==> src/rtl/mole_pkg.sv <==
// Shared types and constants for the whack-a-mole round scheduler and its LFSR.
package mole_pkg;

  typedef enum logic [1:0] {
    IDLE,
    GAP,
    SHOW,
    RESULT
  } state_e;

  localparam int                LFSR_W       = 8;
  // Galois form of x^8+x^6+x^5+x^4+1, right-shifting.
  localparam logic [LFSR_W-1:0] LFSR_TAPS    = 8'hB8;
  localparam logic [LFSR_W-1:0] DEFAULT_SEED = 8'hA5;

  function automatic int idx_width(input int num_holes);
    return $clog2(num_holes);
  endfunction

endpackage

==> src/rtl/mole_lfsr.sv <==
// 8-bit Galois LFSR that steps only when advance is high; reusable random source.
module mole_lfsr
  import mole_pkg::*;
#(
  parameter logic [LFSR_W-1:0] SEED = DEFAULT_SEED
) (
  input  logic              Clock,
  input  logic              reset,
  input  logic              advance,
  output logic [LFSR_W-1:0] value
);

  // NOTE: sequential state uses non-blocking assignments so every flop samples pre-edge values.
  always_ff @(posedge Clock or posedge reset) begin
    if (reset) begin
      value <= SEED;
    end else if (advance) begin
      value <= {1'b0, value[LFSR_W-1:1]} ^ (value[0] ? LFSR_TAPS : '0);
    end
  end

endmodule

==> src/rtl/mole_round_scheduler.sv <==
// Picks a non-repeating random hole, lights it for a timed window and judges the
// player's key press, emitting a registered hit flag and a one-cycle round_done.
module mole_round_scheduler
  import mole_pkg::*;
#(
  parameter int                NUM_HOLES  = 4,
  parameter int                SHOW_TICKS = 8,
  parameter int                GAP_TICKS  = 2,
  parameter logic [LFSR_W-1:0] LFSR_SEED  = DEFAULT_SEED
) (
  input  logic                 Clock,
  input  logic                 reset,
  input  logic                 enable,
  input  logic                 tick,
  input  logic [NUM_HOLES-1:0] keys,
  output logic [NUM_HOLES-1:0] moles,
  output logic                 hit,
  output logic                 round_done,
  output logic [7:0]           round_count
);

  localparam int                   IDX_W = idx_width(NUM_HOLES);
  localparam logic [NUM_HOLES-1:0] HOLE0 = {{(NUM_HOLES-1){1'b0}}, 1'b1};

  state_e               state_q, state_d;
  logic [7:0]           cnt_q, cnt_d;
  logic [NUM_HOLES-1:0] keys_q;
  logic [NUM_HOLES-1:0] moles_q, moles_d;
  logic [IDX_W-1:0]     prev_idx_q, prev_idx_d;
  logic                 hit_q, hit_d;
  logic                 done_q, done_d;
  logic [7:0]           count_q, count_d;

  logic [LFSR_W-1:0]    lfsr;
  logic [IDX_W-1:0]     cand, pick;
  logic [NUM_HOLES-1:0] kedge, idx_mask;
  logic                 key_right, key_wrong, last_tick;
  logic [7:0]           count_inc;
  logic                 unused_lfsr_hi;

  mole_lfsr #(
    .SEED (LFSR_SEED)
  ) u_lfsr (
    .Clock   (Clock),
    .reset   (reset),
    .advance (enable),
    .value   (lfsr)
  );

  assign unused_lfsr_hi = ^lfsr[LFSR_W-1:IDX_W];

  // Bump the candidate past the previous hole so no hole lights twice in a row.
  assign cand      = lfsr[IDX_W-1:0];
  assign pick      = (cand == prev_idx_q) ? cand + IDX_W'(1) : cand;

  // In SHOW, prev_idx_q is the hole currently lit.
  assign kedge     = keys & ~keys_q;
  assign idx_mask  = HOLE0 << prev_idx_q;
  assign key_right = |(kedge & idx_mask);
  assign key_wrong = |(kedge & ~idx_mask);
  assign last_tick = tick && (cnt_q == 8'd1);
  assign count_inc = (count_q == 8'hFF) ? count_q : count_q + 8'd1;

  // NOTE: every always_comb output gets a default first, so no path can infer a latch.
  always_comb begin
    state_d    = state_q;
    cnt_d      = cnt_q;
    moles_d    = moles_q;
    prev_idx_d = prev_idx_q;
    hit_d      = hit_q;
    done_d     = 1'b0;
    count_d    = count_q;

    case (state_q)
      IDLE: begin
        moles_d = '0;
        if (enable) begin
          state_d = GAP;
          cnt_d   = 8'(GAP_TICKS);
        end
      end

      GAP: begin
        moles_d = '0;
        if (!enable) begin
          state_d = IDLE;
        end else if (tick) begin
          if (cnt_q == 8'd1) begin
            state_d    = SHOW;
            prev_idx_d = pick;
            moles_d    = HOLE0 << pick;
            cnt_d      = 8'(SHOW_TICKS);
          end else begin
            cnt_d = cnt_q - 8'd1;
          end
        end
      end

      SHOW: begin
        if (!enable) begin
          state_d = IDLE;
          moles_d = '0;
        end else if (key_wrong || key_right || last_tick) begin
          // A wrong key beats a simultaneous right key; a key beats the final tick.
          state_d = RESULT;
          moles_d = '0;
          done_d  = 1'b1;
          hit_d   = key_right && !key_wrong;
          count_d = count_inc;
        end else if (tick) begin
          cnt_d = cnt_q - 8'd1;
        end
      end

      RESULT: begin
        moles_d = '0;
        if (enable) begin
          state_d = GAP;
          cnt_d   = 8'(GAP_TICKS);
        end else begin
          state_d = IDLE;
        end
      end

      default: begin
        state_d = IDLE;
        moles_d = '0;
      end
    endcase
  end

  always_ff @(posedge Clock or posedge reset) begin
    if (reset) begin
      state_q    <= IDLE;
      cnt_q      <= '0;
      keys_q     <= '0;
      moles_q    <= '0;
      prev_idx_q <= '0;
      hit_q      <= 1'b0;
      done_q     <= 1'b0;
      count_q    <= '0;
    end else begin
      state_q    <= state_d;
      cnt_q      <= cnt_d;
      keys_q     <= keys;
      moles_q    <= moles_d;
      prev_idx_q <= prev_idx_d;
      hit_q      <= hit_d;
      done_q     <= done_d;
      count_q    <= count_d;
    end
  end

  assign moles       = moles_q;
  assign hit         = hit_q;
  assign round_done  = done_q;
  assign round_count = count_q;

endmodule

==> config.mk <==
export PLATFORM = sky130hd
export DESIGN_NAME = mole_round_scheduler
export DESIGN_NICKNAME = d
export VERILOG_FILES = /design/src/rtl/mole_pkg.sv /design/src/rtl/mole_lfsr.sv /design/src/rtl/mole_round_scheduler.sv
export SDC_FILE = /design/constraint.sdc
export NUM_CORES = 1
export LEC_CHECK = 0
export CAP_MARGIN = 25
export CORE_AREA = 5 5 66 68
export CTS_CLUSTER_SIZE = 16
export DETAILED_ROUTE_END_ITERATION = 12
export DIE_AREA = 0 0 71 73
export GPL_TIMING_DRIVEN = 0
export PLACE_DENSITY = 0.77
export SLEW_MARGIN = 5
export SYNTH_ARGS = -nofsm -noshare
export SYNTH_HDL_FRONTEND = slang
export SYNTH_SLANG_ARGS = --single-unit
==> constraint.sdc <==
create_clock -name Clock -period 2.85 [get_ports Clock]
set_input_delay 0.855 -clock Clock [delete_from_list [all_inputs] [get_ports Clock]]
set_output_delay 0.855 -clock Clock [all_outputs]
set_load 0.005 [all_outputs]
==> After elaboration in Yosys (flattened, before gate mapping) <==
Index checks and enable logic that the tools add are counted.
{ "word_totals": {"regBits": 38, "latch_bits": 0, "mem_bits_rw": 0, "romBits": 0, "in_bits": 8, "output_inout_bits": 14, "elab_cells": 78, "mem_count": 0} }
{ "classes": {"n_addsub": 3, "multipliers": 0, "div_mod_pow": 0, "magnitude_cmp": 0, "eq_ne": 16, "shift": 2, "muxes": 27, "n_bitwise": 7, "n_reduce_logical": 14} }
{ "op_table": {"columns": ["cell", "n"], "rows": [
  ["8-bit 2-to-1 mux", 8],
  ["8-bit one-hot mux with 3 select lines", 1],
  ["4-bit 2-to-1 mux", 5],
  ["2-bit 2-to-1 mux", 7],
  ["4-bit bitwise AND", 3],
  ["2-bit != test, second input constant", 6],
  ["4-bit one-hot mux with 3 select lines", 1],
  ["4-bit AND reduction", 3],
  ["3-bit != test, second input constant", 3],
  ["8-bit by 1-bit adder with 8-bit output, second input constant", 1],
  ["8-bit by 1-bit equality test with 1-bit output, second input constant", 1],
  ["8-bit equality test, second input constant", 1],
  ["4-bit inverter", 2],
  ["2-bit one-hot mux with 4 select lines", 1],
  ["4-bit OR reduction", 2],
  ["1-bit by 2-bit << shifter with 4-bit output, first input constant", 2],
  ["8-bit by 1-bit subtractor with 8-bit output, second input constant", 1],
  ["7-bit by 8-bit XOR with 8-bit output", 1],
  ["6-bit AND reduction", 1],
  ["2-bit equality test, second input constant", 2],
  ["1-bit 2-to-1 mux", 4],
  ["3-bit AND reduction", 1],
  ["2-bit by 1-bit adder with 2-bit output, second input constant", 1],
  ["2-bit by 1-bit equality test with 1-bit output, second input constant", 1],
  ["other kinds (8)", 10]
]} }

==> Depth between registers and ports, before layout <==
Gate-level depths: netlist of run 1.
{ "logic_depth": {"word_depth": 9, "mapped_depth": 8, "ltp_nobuf": 8} }

==> Modules after synthesis <==
A second synthesis of run 1 with hierarchy kept.
{ "hier_totals": {"hier_cells": 194, "area_unflattened_um2": 2115.8} }
{ "by_module_without_submodules": {"columns": ["mod", "n_inst", "cells_per_inst", "area_each_um2", "seq_area_each_um2"], "rows": [
  ["mole_round_scheduler", 1, 170, 1790.5, 750.7],
  ["mole_lfsr", 1, 24, 325.3, 205.2]
]} }

==> Least setup slack after synthesis of run 1 <==
OpenSTA, ideal clock, no wires.
{ "synth_timing": {"path_kind": "in2reg", "startpoint": "input port keys[3]", "endpoint": "register cnt_q[4]", "t_arrival_ns": 2.382, "required_ns": 2.755, "slack_ns": 0.373, "stages": 6, "cell_sequence": "nor2b_1 mux4_2 nor2b_4 a21boi_4 or3_4 o31ai_1"} }
{ "synth_via": {"elab_chain_len": 7, "elab_cells_between_ends": 9} }
{ "synth_rtl": {"columns": ["element", "line", "rtl"], "rows": [
  ["start, declared", "mole_round_scheduler.sv:15", "input logic [NUM_HOLES-1:0] keys,"],
  ["4-bit bitwise AND *", "mole_round_scheduler.sv:57", "assign kedge = keys & ~keys_q;"],
  ["4-bit bitwise AND, on equally long branches", "mole_round_scheduler.sv:60, mole_round_scheduler.sv:59", null],
  ["4-bit OR reduction, on equally long branches", "mole_round_scheduler.sv:60, mole_round_scheduler.sv:59", null],
  ["1-bit logical OR * (2 in a row)", "mole_round_scheduler.sv:103", "end else if (key_wrong || key_right || last_tick) begin"],
  ["2-bit != test (no source line) *", null, null],
  ["6-bit AND reduction (no source line) *", null, null],
  ["end signal, assigned", "mole_round_scheduler.sv:144", "cnt_q <= cnt_d;"],
  ["end, declared", "mole_round_scheduler.sv:26", "logic [7:0] cnt_q, cnt_d;"]
]} }
Mark *: on every way between the ends. The rest lies on a longest branch, timed or not.
A chain may end at the register's enable or synchronous reset.

==> Worst setup path after layout of run 1 <==
Same ends and word-level chain as after synthesis.

==> results of run 1 <==
==> layout by cell type, fill, tap and decap left out, drive strengths merged, types with 2 or more instances in the layout <==
cell type / synthesis / layout
dfstp: 4 / 4
a41oi: 2 / 2
buf: 2 / 2
nand2: 13 / 13
nor2: 11 / 11
o31ai: 5 / 5
and2: 3 / 3
xnor2: 8 / 8
mux2i: 2 / 2
o21ai: 17 / 17
nor2b: 6 / 6
inv: 8 / 8
nor4: 2 / 2
or3: 2 / 2
clkdlybuf4s50: 0 / 20
clkinv: 0 / 2
a22o: 4 / 4
nand4: 4 / 4
mux4: 2 / 2
a21oi: 9 / 9
nand3: 5 / 5
mux2: 7 / 7
o21a: 2 / 2
clkbuf: 4 / 10
dfrtp: 34 / 34
ha: 7 / 7
and3: 3 / 3
nor3: 4 / 4
a21o: 4 / 4
a31oi: 4 / 4
==> cell type report <==
cell class	instances	area, um^2
buffer	6	31.3
clock buffer	6	72.6
clock inverter	2	10.0
fill	327	1480
inverter	8	30.0
multi-input combinational	135	960
sequential	38	956
tap	50	62.6
timing repair buffer	20	200
==> per-stage QoR <==
| step | cell area (um^2) | total power [W] |
|---|---|---|
| after floorplan | 1970 | 0.00149 |
| after CTS | 2310 | 0.00208 |
| after global routing | 2320 | 0.00224 |
| final | 2320 | 0.00208 |
| after global placement | 2230 | 0.00169 |
| after detailed placement | 2230 | 0.00171 |
==> state kept, by name, indices dropped and copies added, names as in the netlist <==
signal / flops
cnt_q: 8
prev_idx_q: 2
state_q: 2
keys_q: 4
round_count: 8
hit: 1
moles: 4
u_lfsr.value: 8
round_done: 1
==> final timing paths <==
check	end	slack, ns	depth (start not counted)
worst max register to register	cnt_q[4]$_DFFE_PP0P_	0.58	7
worst max-delay path	cnt_q[4]$_DFFE_PP0P_	0.11	7
max in group asynchronous	round_count[3]$_DFFE_PP0P_	1.34	2
worst min-delay path	u_lfsr.value[2]$_DFFE_PP1P_	0.51	1
worst min register to register	u_lfsr.value[2]$_DFFE_PP1P_	0.51	1
min in group asynchronous	u_lfsr.value[6]$_DFFE_PP0P_	1.03	2
==> cells in the mapped netlist, types with 2 or more instances <==
library cell / n
a21o_1: 4
a21oi_1: 9
a22o_1: 4
a31oi_1: 4
a41oi_1: 2
and2_1: 3
and3_1: 2
clkbuf_1: 4
dfrtp_1: 34
dfstp_2: 4
ha_1: 7
inv_1: 8
mux2_2: 7
mux2i_1: 2
mux4_2: 2
nand2_1: 13
nand3_1: 5
nand4_1: 4
nor2_1: 11
nor2b_1: 5
nor3_1: 4
nor4_1: 2
o21a_1: 2
o21ai_0: 17
o31ai_1: 5
xnor2_1: 8
==> report_power, final <==
group	leakage (nW)	internal, W	switching, W
logic	0.477	0.000424	0.000484
clock network	0.0450	0.000170	0.000186
registers	0.482	0.000704	0.000109
total	1.00	0.00130	0.000779
==> cell families after synthesis <==
family                   share of synthesized area
buffers and inverters                       0.0312
multiplexers                                0.0732
AND/OR/NAND/NOR                              0.155
AO/OA/AOI/OAI                                0.170
adder cells (fa/ha/maj)                     0.0445
XOR/XNOR                                    0.0401
flip-flops                                   0.486
==> layer usage <==
metal  track usage  wire, um
met1         0.183      1650
met2         0.258      1780
met3        0.0358       100
met4        0.0689        51
met5             0         0
==> insert_results.sql, run 1 <==
INSERT INTO impl_metrics (metric_group, metric, value, unit) VALUES
('synthesis', 'number_of_cells_produced_by_synthesis', '187', ''),
('synthesis', 'yosys_warnings', '0', ''),
('layout', 'signed_area_change_from_the_synthesized_netlist_to_the_final_layout', '18.1', '%'),
('placed_design', 'io_buffer_count', '20', ''),
('timing', 'number_of_hold_violations_in_the_final_report', '0', ''),
('timing', 'number_of_failing_setup_endpoints_in_the_final_timing_report', '0', ''),
('timing', 'count_of_pins_over_their_slew_limit', '0', ''),
('worst_setup_path', 'critical_path.endpoint_type', 'register', ''),
('drt', 'wl_per_cell', '13.5', 'um'),
('grt', 'grt_antenna_before_repair', '0', ''),
('worst_setup_path', 'start_kind', 'primary input', ''),
('synthesis', 'postSynthNetCount', '202', ''),
('min_path', 'hp-start', 'u_lfsr.value[3]$_DFFE_PP0P_', ''),
('worst_setup_path', 'timing.setup.critical_path_class', 'primary input to register', ''),
('placed_design', 'dp_hpwl', '2620', 'um'),
('timing', 'setup-tns-final', '0', 'ns'),
('grt', 'largest_net_degree_at_the_start_of_global_routing', '39', ''),
('die', 'placeableCoreArea', '3800', 'um^2'),
('timing', 'final_period_minus_worst_setup_slack', '2.74', 'ns'),
('cts', 'post_cts_resize_count', '0', ''),
('cts', 'cts-htree-levels', '2', ''),
('worst_setup_path', 'timing.critical_path.cells', 'clkdlybuf4s50_1, nor2b_1, mux4_2, nor2b_4, a21boi_4, or3_4, o31ai_2', ''),
('synthesis', 'synthesis.area_per_instance', '10.5', 'um^2'),
('drt', 'via_per_inst', '5.54', ''),
('worst_setup_path', 'timing.critical_path.arrival', '2.93', 'ns'),
('power', 'vdd_ir_drop_max', '404', 'uV'),
('worst_setup_path', 'crit_required', '3.05', 'ns'),
('timing', 'final_critical_path_setup_slack', '0.114', 'ns'),
('layout', 'finalNetCount', '229', ''),
('synthesis', 'synth_area', '1970', 'um^2'),
('synthesis', 'synth_enable_flop_cells', '0', ''),
('die', 'die_h', '73', 'um'),
('power', 'cellLeakagePower', '1.00', 'nW'),
('placed_design', 'numPlacedInstances', '257', ''),
('power', 'power_density', '894', 'nW/um^2'),
('worst_setup_path', 'cpPeakStageDelay', '0.54', 'ns'),
('drt', 'route.detailed.drc', '0', ''),
('cts', 'tritoncts', 'done', ''),
('synthesis', 'synth_top_area_share', '0.433', ''),
('synthesis', 'seq_area_frac_synth', '0.486', ''),
('die', 'placement_rows', '23', ''),
('grt', 'grt_pass1_wl', '6250', 'um'),
('die', 'initial_core_util', '0.518', ''),
('synthesis', 'netlist_top_cells_area', 'dfrtp_1 43%, dfstp_2 5.3%, ha_1 4.5%, o21ai_0 4.3%, mux2_2 4.0%', ''),
('min_path', 'worstHoldPathType', 'register to register', ''),
('drt', 'firstDrtPassIters', '4', ''),
('drt', 'drt_iter0_drc', '97', ''),
('cts', 'clockBufferDepth', '2', ''),
('die', 'dieArea', '5180', 'um^2'),
('synthesis', 'synth_largest_area_cell', 'dfrtp_1', ''),
('synthesis', 'postSynth.asyncResetShare', '1.00', ''),
('synthesis', 'postSynth.topFlopCell', 'dfrtp_1', ''),
('grt', 'grt_util_all_layers', '0.152', ''),
('cts', 'clk_transition_reported_paths', '0.07', 'ns'),
('run', 'max_cap_violations', '0', ''),
('cts', 'clock_latency', '0.28', 'ns'),
('status', 'run_status', 'completed', ''),
('cts', 'cts_sinks', '38', ''),
('layout', 'drive_gt1_frac', '0.140', ''),
('grt', 'first_global_vias', '1393', ''),
('drt', 'drt.antenna.violating_nets', '0', ''),
('layout', 'layout.core_utilization', '0.611', ''),
('worst_setup_path', 'cp_max_fo', '10', ''),
('timing', 'worst_hold_slack', '0.510', 'ns'),
('worst_setup_path', 'critPathSlowestCell', 'mux4_2', ''),
('timing', 'upper_clock_frequency_limit', '365', 'MHz'),
('worst_setup_path', 'critical_path.top_delay_family', 'simple AND/OR/NAND/NOR gates', ''),
('drt', 'drt-total-wl', '3590', 'um'),
('worst_setup_path', 'critical_path.reg2reg.startpoint', 'state_q[1]$_DFFE_PP0P_', ''),
('cts', 'postCtsSetupBuffers', '0', ''),
('timing', 'post-route-period-util', '0.960', '');
Power figures use the tool's default switching activity.
==> inputs of run 2 (changes only) <==
--- a/config.mk
+++ b/config.mk
@@ -12,6 +12,7 @@
 export DIE_AREA = 0 0 71 73
 export GPL_TIMING_DRIVEN = 0
 export PLACE_DENSITY = 0.77
+export SETUP_SLACK_MARGIN = 0.05
 export SLEW_MARGIN = 5
 export SYNTH_ARGS = -nofsm -noshare
 export SYNTH_HDL_FRONTEND = slang
==> insert_results.sql, run 2 (same netlist as run 1, synthesis figures left out) <==
INSERT INTO impl_metrics (metric_group, metric, value, unit) VALUES
('grt', 'grt_antenna_before_repair', '0', ''),
('worst_setup_path', 'crit_required', '3.05', 'ns'),
('drt', 'firstDrtPassIters', '4', ''),
('grt', 'largest_net_degree_at_the_start_of_global_routing', '39', ''),
('timing', 'upper_clock_frequency_limit', '363', 'MHz'),
('drt', 'route.detailed.drc', '0', ''),
('layout', 'final_cells', '265', ''),
('cts', 'clock_tree.root_cell', 'clkbuf_8', ''),
('power', 'cellLeakagePower', '1.01', 'nW'),
('timing', 'worst_clock_skew', '0.00701', 'ns'),
('grt', 'first_global_vias', '1393', ''),
('placed_design', 'numPlacedInstances', '257', ''),
('worst_setup_path', 'cp_max_fo', '10', ''),
('power', 'vdd_ir_drop_max', '410', 'uV'),
('cts', 'cts-htree-levels', '2', ''),
('die', 'placeableCoreArea', '3800', 'um^2'),
('min_path', 'hold-path-cell-count', '1', ''),
('layout', 'filler_cell_count', '321', ''),
('die', 'dieArea', '5180', 'um^2'),
('placed_design', 'io_buffer_count', '20', ''),
('drt', 'wl_per_cell', '13.8', 'um'),
('cts', 'clk_transition_reported_paths', '0.07', 'ns'),
('status', 'run_status', 'completed', ''),
('power', 'power.switching', '0.000797', 'W'),
('timing', 'worst-slew-pin-transition', '0.770', 'ns'),
('cts', 'clock_latency', '0.28', 'ns'),
('cts', 'clockBufferDepth', '2', ''),
('timing', 'count_of_pins_over_their_slew_limit', '0', ''),
('die', 'boundaryPins', '22', ''),
('cts', 'cts_made_buffers', '5', ''),
('cts', 'tritoncts', 'done', ''),
('timing', 'slew_headroom', '0.486', ''),
('power', 'flop_pwr_share', '0.388', ''),
('cts', 'postCtsSetupBuffers', '0', ''),
('worst_setup_path', 'critical_path.endpoint_type', 'register', ''),
('power', 'power.share.clock', '0.167', ''),
('drt', 'drt.antenna.violating_nets', '0', ''),
('power', 'power_density', '898', 'nW/um^2'),
('layout', 'n_antenna_cell', '0', ''),
('placed_design', 'gpl.final_weighted_congestion', '0.788', ''),
('grt', 'grt_util_all_layers', '0.152', ''),
('timing', 'post-route-period-util', '0.966', ''),
('cts', 'cts_sinks', '38', ''),
('layout', 'finalNetCount', '229', ''),
('die', 'placement_rows', '23', ''),
('timing', 'final_period_minus_worst_setup_slack', '2.75', 'ns'),
('grt', 'grt_pass1_wl', '6250', 'um'),
('power', 'sw_frac_of_total', '0.379', ''),
('grt', 'gr-total-overflow', '0', ''),
('die', 'die_h', '73', 'um'),
('timing', 'number_of_failing_setup_endpoints_in_the_final_timing_report', '0', ''),
('die', 'die_x', '71', 'um'),
('die', 'initial_core_util', '0.518', ''),
('layout', 'drive_gt1_frac', '0.140', ''),
('power', 'internal-power', '0.00130', 'W'),
('worst_setup_path', 'worst-r2r-cell-count', '7', ''),
('placed_design', 'dp_hpwl', '2620', 'um'),
('layout', 'commonest_cells_after_routing_fill_and_taps_aside', '34 x dfrtp_1, 20 x clkdlybuf4s50_1, 17 x o21ai_0', ''),
('layout', 'layout.core_utilization', '0.616', ''),
('layout', 'layout.cells.most_common', 'dfrtp_1', ''),
('drt', 'via_per_inst', '5.60', ''),
('timing', 'rsz0062_at_grt', 'yes', ''),
('worst_setup_path', 'timing.setup.critical_path_class', 'primary input to register', ''),
('power', 'comb_power_share', '0.445', ''),
('run', 'max_cap_violations', '0', ''),
('drt', 'routed-via-count', '1485', ''),
('worst_setup_path', 'start_kind', 'primary input', ''),
('min_path', 'worstHoldPathType', 'register to register', ''),
('worst_setup_path', 'timing.critical_path.arrival', '2.95', 'ns'),
('drt', 'drt-total-wl', '3660', 'um'),
('timing', 'number_of_hold_violations_in_the_final_report', '0', ''),
('drt', 'drt_iter0_drc', '98', ''),
('layout', 'signed_area_change_from_the_synthesized_netlist_to_the_final_layout', '19.0', '%');
[run 2: cell counts in the layout (fill, tap and decap cells not counted)]
Identical to the previous run, type by type.
[run 2: layer usage]
layer  wire length, um  part of all wire  global-route usage
met4                48             0.013              0.0689
met2              1840              0.50               0.258
met5                 0                 0                   0
met3               119             0.033              0.0358
met1              1650              0.45               0.183
[run 2: final timing paths]
kind	from	endpoint	slack [ns]
max	keys[3]	cnt_q[4]$_DFFE_PP0P_	0.1
min	u_lfsr.value[3]$_DFFE_PP0P_	u_lfsr.value[2]$_DFFE_PP1P_	0.51
max reg2reg	state_q[1]$_DFFE_PP0P_	cnt_q[4]$_DFFE_PP0P_	0.55
min reg2reg	u_lfsr.value[3]$_DFFE_PP0P_	u_lfsr.value[2]$_DFFE_PP1P_	0.51
max in group asynchronous	reset	round_count[3]$_DFFE_PP0P_	1.34
min in group asynchronous	reset	u_lfsr.value[6]$_DFFE_PP0P_	1.03
[run 2: repair_timing]
item / in CTS / in global routing
hold buffers: 0 / 0
gates resized for setup: 0 / 4
endpoints found under the setup margin: 0 / 4
[run 2: layout make-up]
class | instances | area (um^2) | area share
Multi-Input combinational cell | 135 | 977 | 0.418
Inverter | 8 | 30.0 | 0.0128
Timing Repair Buffer | 20 | 200 | 0.0856
Tap cell | 50 | 62.6 | 0.0267
Clock inverter | 2 | 10.0 | 0.00428
Clock buffer | 6 | 72.6 | 0.0310
Buffer | 6 | 31.3 | 0.0134
Sequential cell | 38 | 956 | 0.409
[run 2: worst max-delay path: stages]
cell	delay (ns)
clkdlybuf4s50_1	0.41
nor2b_1	0.16
mux4_2	0.54
nor2b_4	0.20
a21boi_4	0.12
or3_4	0.44
o31ai_4	0.22
[run 2: power groups by stage]
stage	logic (W)	clock network, W	registers (W)
floorplan	0.000692	0	0.000801
global placement	0.000866	0	0.000819
detailed placement	0.000891	0	0.000822
CTS	0.000897	0.000367	0.000813
global route	0.00103	0.000392	0.000840
finish	0.000934	0.000352	0.000816
[run 2: stage by stage]
stage	area, um^2	hold slack (ns)	total power (W)	setup TNS (ns)	setup slack, ns
after floorplan	1970	0.452	0.00149	0	0.373
after global placement	2230	0.481	0.00169	-0.975	-0.198
after detailed placement	2230	0.500	0.00171	-1.47	-0.278
after CTS	2310	0.516	0.00208	0	0.0531
after global routing	2340	0.536	0.00227	0	0.0154
final	2340	0.510	0.00210	0	0.0956
